<file path="src/rtl/shift_sequencer.sv">
// Multi-cycle shifter: captures an operand on start, applies a single-bit
// shift op once per clock for `amount` steps, then pulses done with the result.
module shift_sequencer (
    input  logic        clk,
    input  logic        reset,
    input  logic        start,
    input  logic [15:0] in,
    input  logic [1:0]  shift,
    input  logic [3:0]  amount,
    output logic        busy,
    output logic        done,
    output logic [15:0] sout
);

    typedef enum logic [1:0] {
        IDLE  = 2'b00,
        SHIFT = 2'b01,
        DONE  = 2'b10
    } state_t;

    state_t      state_r, state_s;
    logic [15:0] work_r, work_s;
    logic [3:0]  count_r, count_s;
    logic [1:0]  op_r, op_s;
    logic [15:0] sout_r, sout_s;
    logic        busy_r, busy_s;
    logic        done_r, done_s;
    logic [15:0] step_s;

    function automatic logic [15:0] shift_step(input logic [15:0] v, input logic [1:0] op);
        logic [15:0] r;
        case (op)
            2'b00:   r = v;
            2'b01:   r = {v[14:0], 1'b0};
            2'b10:   r = {1'b0, v[15:1]};
            2'b11:   r = {v[15], v[15:1]};
            default: r = v;
        endcase
        return r;
    endfunction

    // next-state, datapath and output decode
    always_comb begin
        state_s = state_r;
        work_s  = work_r;
        count_s = count_r;
        op_s    = op_r;
        sout_s  = sout_r;
        step_s  = shift_step(work_r, op_r);
        case (state_r)
            IDLE: begin
                if (start) begin
                    op_s    = shift;
                    work_s  = in;
                    count_s = amount;
                    // pass-through and zero-step requests complete without shifting
                    if ((shift == 2'b00) || (amount == 4'd0)) begin
                        state_s = DONE;
                        sout_s  = in;
                    end else begin
                        state_s = SHIFT;
                    end
                end else begin
                    state_s = IDLE;
                end
            end
            SHIFT: begin
                work_s  = step_s;
                count_s = count_r - 4'd1;
                if (count_r == 4'd1) begin
                    sout_s  = step_s;
                    state_s = DONE;
                end else begin
                    state_s = SHIFT;
                end
            end
            DONE: begin
                state_s = IDLE;
            end
            default: begin
                state_s = IDLE;
            end
        endcase
        busy_s = (state_s != IDLE);
        done_s = (state_s == DONE);
    end

    // state, datapath and registered outputs
    always_ff @(posedge clk) begin
        if (reset) begin
            state_r <= IDLE;
            work_r  <= 16'h0000;
            count_r <= 4'd0;
            op_r    <= 2'b00;
            sout_r  <= 16'h0000;
            busy_r  <= 1'b0;
            done_r  <= 1'b0;
        end else begin
            state_r <= state_s;
            work_r  <= work_s;
            count_r <= count_s;
            op_r    <= op_s;
            sout_r  <= sout_s;
            busy_r  <= busy_s;
            done_r  <= done_s;
        end
    end

    assign busy = busy_r;
    assign done = done_r;
    assign sout = sout_r;

endmodule

</file>
<file path="config.mk">
export PLATFORM = sky130hd
export DESIGN_NAME = shift_sequencer
export DESIGN_NICKNAME = d
export VERILOG_FILES = /design/src/rtl/shift_sequencer.sv
export SDC_FILE = /design/constraint.sdc
export NUM_CORES = 1
export LEC_CHECK = 0
export ABC_AREA = 1
export CAP_MARGIN = 25
export CORE_MARGIN = 8
export CORE_UTILIZATION = 44
export DETAILED_ROUTE_END_ITERATION = 7
export PLACE_DENSITY = 0.77
export SETUP_SLACK_MARGIN = 0.2
export SLEW_MARGIN = 20
export SYNTH_ARGS = -nofsm -noshare
export SYNTH_HDL_FRONTEND = slang
export SYNTH_SLANG_ARGS = --single-unit
</file>
<file path="constraint.sdc">
create_clock -name clk -period 1.51 [get_ports clk]
set_input_delay 0.2265 -clock clk [delete_from_list [all_inputs] [get_ports clk]]
set_output_delay 0.2265 -clock clk [all_outputs]
set_load 0.1 [all_outputs]
</file>
* After elaboration in Yosys (flattened, before gate mapping) *
Cells that the tools add are included.
Widths: inputs -> output; s select.

storage, ports and cells
  register bits = 42
  input bits = 25
  output and inout port bits = 18
  logic and storage cells = 40

operators by class
  $add $sub $neg = 1
  equal/unequal tests = 9
  mux-type cells = 13
  reduce and logical (&&, ||, !) cells = 10

operators with widths
  kind                 number
  $mux 16              4
  $pmux 16 s2          2
  $pmux 16 s4          1
  $pmux 4 s2           1
  $eq 2x2->1 const B   3
  $logic_not 2->1      3
  $mux 2               3
  $ne 2x2->1 const B   3
  $eq 2x1->1 const B   2
  $eq 4x1->1 const B   1
  $logic_not 4->1      1
  $mux 4               1
  $pmux 2 s2           1
  $reduce_and 2->1     2
  $reduce_and 4->1     1
  $reduce_bool 2->1    2
  $sub 4x1->4 const B  1
  $logic_or 1x1->1     1

* Logic depth before layout (Yosys ltp) *
  word-level depth = 6
  depth in mapped cells = 9
  depth with buffers taken out = 8

* Least setup slack after synthesis *
OpenSTA, ideal clock, no wires.

  path type = register to register
  from = register, netlist name sout[10]
  to = register sout_r[10], in the netlist sout[10]
  setup time = 64 ps
  arrival = 1249 ps
  data required time = 1446 ps
  slack = 197 ps
  stages on the path, launching flop included = 5
  path buffers = 0
  clock period less this slack = 1313 ps
  path through = dfxtp_1 -> inv_1 -> nand3_1 -> nand2_1 -> nor2_1

RTL lines
  element               line  RTL
  to (signal assigned)  103   sout_r <= sout_s;
  to (decl)             25    logic [15:0] sout_r, sout_s;

* Worst setup path after layout *
  from = input amount[0]
  to = register sout_r[0], in the netlist sout[0]

on the way
  word-level cells in the longest chain between the ends = 4

RTL lines
  element                            line  RTL
  from (decl)                        9     input logic [3:0] amount,
  $logic_not 4->1                    57    if ((shift == 2'b00) || (amount == 4'd0)) begin
  $logic_or 1x1->1                   57
  $ne 2x2->1 (no source line)        --
  $reduce_and 4->1 (no source line)  --

Every way passes these cells.
A chain may end at the register's enable or synchronous reset.

==> run metrics <==
CTS tree=built; drt pass-1 iters=5; Critical Path Start Type=input pin; final WL=7070 um; io pins=43; initial core utilization=0.448; RSZ-0062 raised after global routing=yes; Reg2Reg Setup Slack=0.23 ns; highest-delay cell along the critical path=clkdlybuf4s50_1; hpwl dp=3920 um; #FFs+latches synth=42; Lkg Pwr=0.00150 uW; layout cells sized above 1=0.239; Clock transition at path regs=0.08 ns; Critical R2R Capture=sout[0]$_SDFFE_PP0P_; fillers=432; Most Crowded Layer GR=met2; crit-path cells=clkdlybuf4s50_1 > nor2_1 > nand2_2 > nand2_4 > nand2_4 > clkbuf_16 > nand3_1 > nand2_1 > nor2_1; DRT antenna net count=0; clock latency on the worst-skew pair=0.30 ns; Primary FF master, synth=dfxtp_1; kind of critical path=in -> reg; max-cap viol count=0; Synth top area share=0.374; DR vias=2,617; final number of setup-violating endpoints=0; largest net degree at the start of global routing=38; Longest Clk Path Bufs=2; Syn Inst Count=between 300 and 400; die height=87.4 um; TritonCTS Buffers=5; Final Non-Filler Cells=~490; Inst Count DP=470; fin nets=445; GR Layer Usage met1=0.213; row count=26; antenna violations before repair=0; worst hold slack=around 0.42 ns; Vias per Instance=approximately 5.4; antenna diode count=0; maximum clock frequency=744 MHz; Die Footprint=about 0.0076 sq mm; global-route wire length before repair=10,200 um; maximum vdd drop=0.854 mV; grt total ovfl=0; I/O Buffers=42; Critical Path Source=amount[0]; CTS H-tree lvls=2; clock skew after layout=0.00848 ns; CTS Hold Bufs=0; TritonCTS Sinks=42; Cell Area, Synth=0.00225 sq mm; synthesis warning total=0; post-synthesis sequential area ratio=0.374; number of global-route vias before repair=2,249; Final min period=1.34 ns; Synth async-reset ratio=0; die width=87.4 um; Clk Tree Root Cell=clkbuf_8; Hold WC Path Type=in -> reg; Slew Viols, Final=0; Pwr Total=3760 uW; GR Layer Usage met3=0.0274; wire length per cell=14.5 um; Max transition margin=0.750; Post-synth EDFFs=0; Final Hold Violating Endpoints=0; top cells by instance count after synthesis=nand2_1 (111), nor2_1 (75), nand3_1 (53); synthesis-to-finish area growth=48.4%; Synthesized Nets=390; outcome=complete, no violations; critical path fanouts, max=8; GPL Wtd Cong=around 0.87; GRT Util Overall=0.166; cell taking the most area after synthesis=dfxtp_1; Initial DRC Count=371; most frequent cell after synthesis=nand2_1; Worst Reg-to-Reg Cells=7; Core Footprint=between 0.005 and 0.006 sq mm; GR Util met2=0.271; mean area per synthesized cell=between 6 and 7 sq um; Critical Path End=sout[0]$_SDFFE_PP0P_; CP Capture Type=flip-flop; CP peak stage delay=0.43 ns; Reg-to-Reg Start=count_r[1]$_SDFFE_PP0P_; Final period util=0.890; crit path DAT=between 1.5 and 2 ns; worst path required time=approximately 1.7 ns; Distinct cells, synth=23; DRC=0; top cells by area, synth=dfxtp_1 (37%), nand2_1 (19%), nor2_1 (13%); Worst Tran Pin Value=approximately 0.37 ns; Pwr Density=1130 mW/mm^2
-- power by group --
group | leakage [uW] | switching (uW) | internal, uW | total, uW
combinational | 0.00110 | 990 | 604 | 1590
sequential | 0.000355 | 142 | 1250 | 1400
clock | 0.0000482 | 401 | 370 | 771
-- final cells by class --
type | count | area [sq um] | area share
Tap cell | 70 | 87.6 | 0.0263
Clock buffer | 7 | 86.3 | 0.0259
Clock inverter | 1 | 5.00 | 0.00150
Multi-Input combinational cell | 280 | 1370 | 0.411
Inverter | 26 | 103 | 0.0308
Timing Repair Buffer | 63 | 815 | 0.244
Sequential cell | 42 | 866 | 0.260
-- stage by stage --
| step | setup TNS, ns | worst slack, ns | utilization | cell area (sq um) |
|---|---|---|---|---|
| after floorplan | 0 | 0.213 | - | 2260 |
| after global placement | -0.824 | -0.0546 | 0.591 | 2960 |
| after detailed placement | -1.56 | -0.119 | 0.591 | 2960 |
| after CTS | 0 | 0.217 | 0.620 | 3100 |
| after global routing | 0 | 0.0996 | 0.665 | 3330 |
| final | 0 | 0.167 | 0.665 | 3330 |
-- per-layer routing --
metal	wire length [um]	part of all wire	vias up
met2	3430	0.49	145
met5	0	0	-
met1	2880	0.41	1187
met3	613	0.087	17
li1	-	-	1268
met4	150	0.021	0
-- how the worst min path moves through the flow --
stage / start / to / slack, ns / cells past startpoint
2_1_floorplan: reset / count_r[3]$_SDFFE_PP0P_ / 0.30 / 1
3_3_place_gp: count_r[3]$_SDFFE_PP0P_ / count_r[3]$_SDFFE_PP0P_ / 0.48 / 2
3_5_place_dp: count_r[3]$_SDFFE_PP0P_ / count_r[3]$_SDFFE_PP0P_ / 0.49 / 2
4_1_cts: count_r[3]$_SDFFE_PP0P_ / count_r[3]$_SDFFE_PP0P_ / 0.52 / 2
5_1_grt: start / op_r[1]$_SDFFE_PP0P_ / 0.46 / 4
6_report: start / op_r[1]$_SDFFE_PP0P_ / 0.42 / 4
-- repair_timing --
item | 4_1_cts | 5_1_grt
setup endpoints to repair | 16 | 35
gates cloned | 2 | 3
pin swaps | 1 | 15
gates resized for setup | 7 | 39
buffers inserted | 0 | 6
-- cell usage in the layout (no fill, tap or decap), types with 2 or more instances in the layout --
cell and n:
nand2_4 3, nand3_4 7, buf_12 20, dfxtp_1 22, nor2_2 9, nor2_1 64, inv_2 4, inv_1 19
clkdlybuf4s50_1 23, buf_4 16, nor2_4 4, nand2_1 107, o21ai_0 19, inv_4 2, nand2_2 2, o21ai_1 3
nand3_1 52, a21oi_1 5, clkbuf_8 6, dfxtp_2 20
-- worst max-delay path: cells and delay by family --
| kind | cells | cell delay, ns |
|---|---|---|
| buffers and inverters | 2 | 0.60 |
| and+or+nand+nor | 7 | 0.74 |
-- logic make-up after synthesis --
group                      Yosys count  synth area share
AOI/OAI and AO/OA                   28            0.0641
buffers and inverters               45            0.0925
DFF                                 42             0.374
and+or+nand+nor                    246             0.458
adders and majority gates            2            0.0111
-- flip-flops by register name, summed over array words and instances (netlist names) --
register,count
sout,16
busy,1
op_r,2
state_r,2
count_r,4
work_r,16
done,1
(Power assumes the default switching activity.)
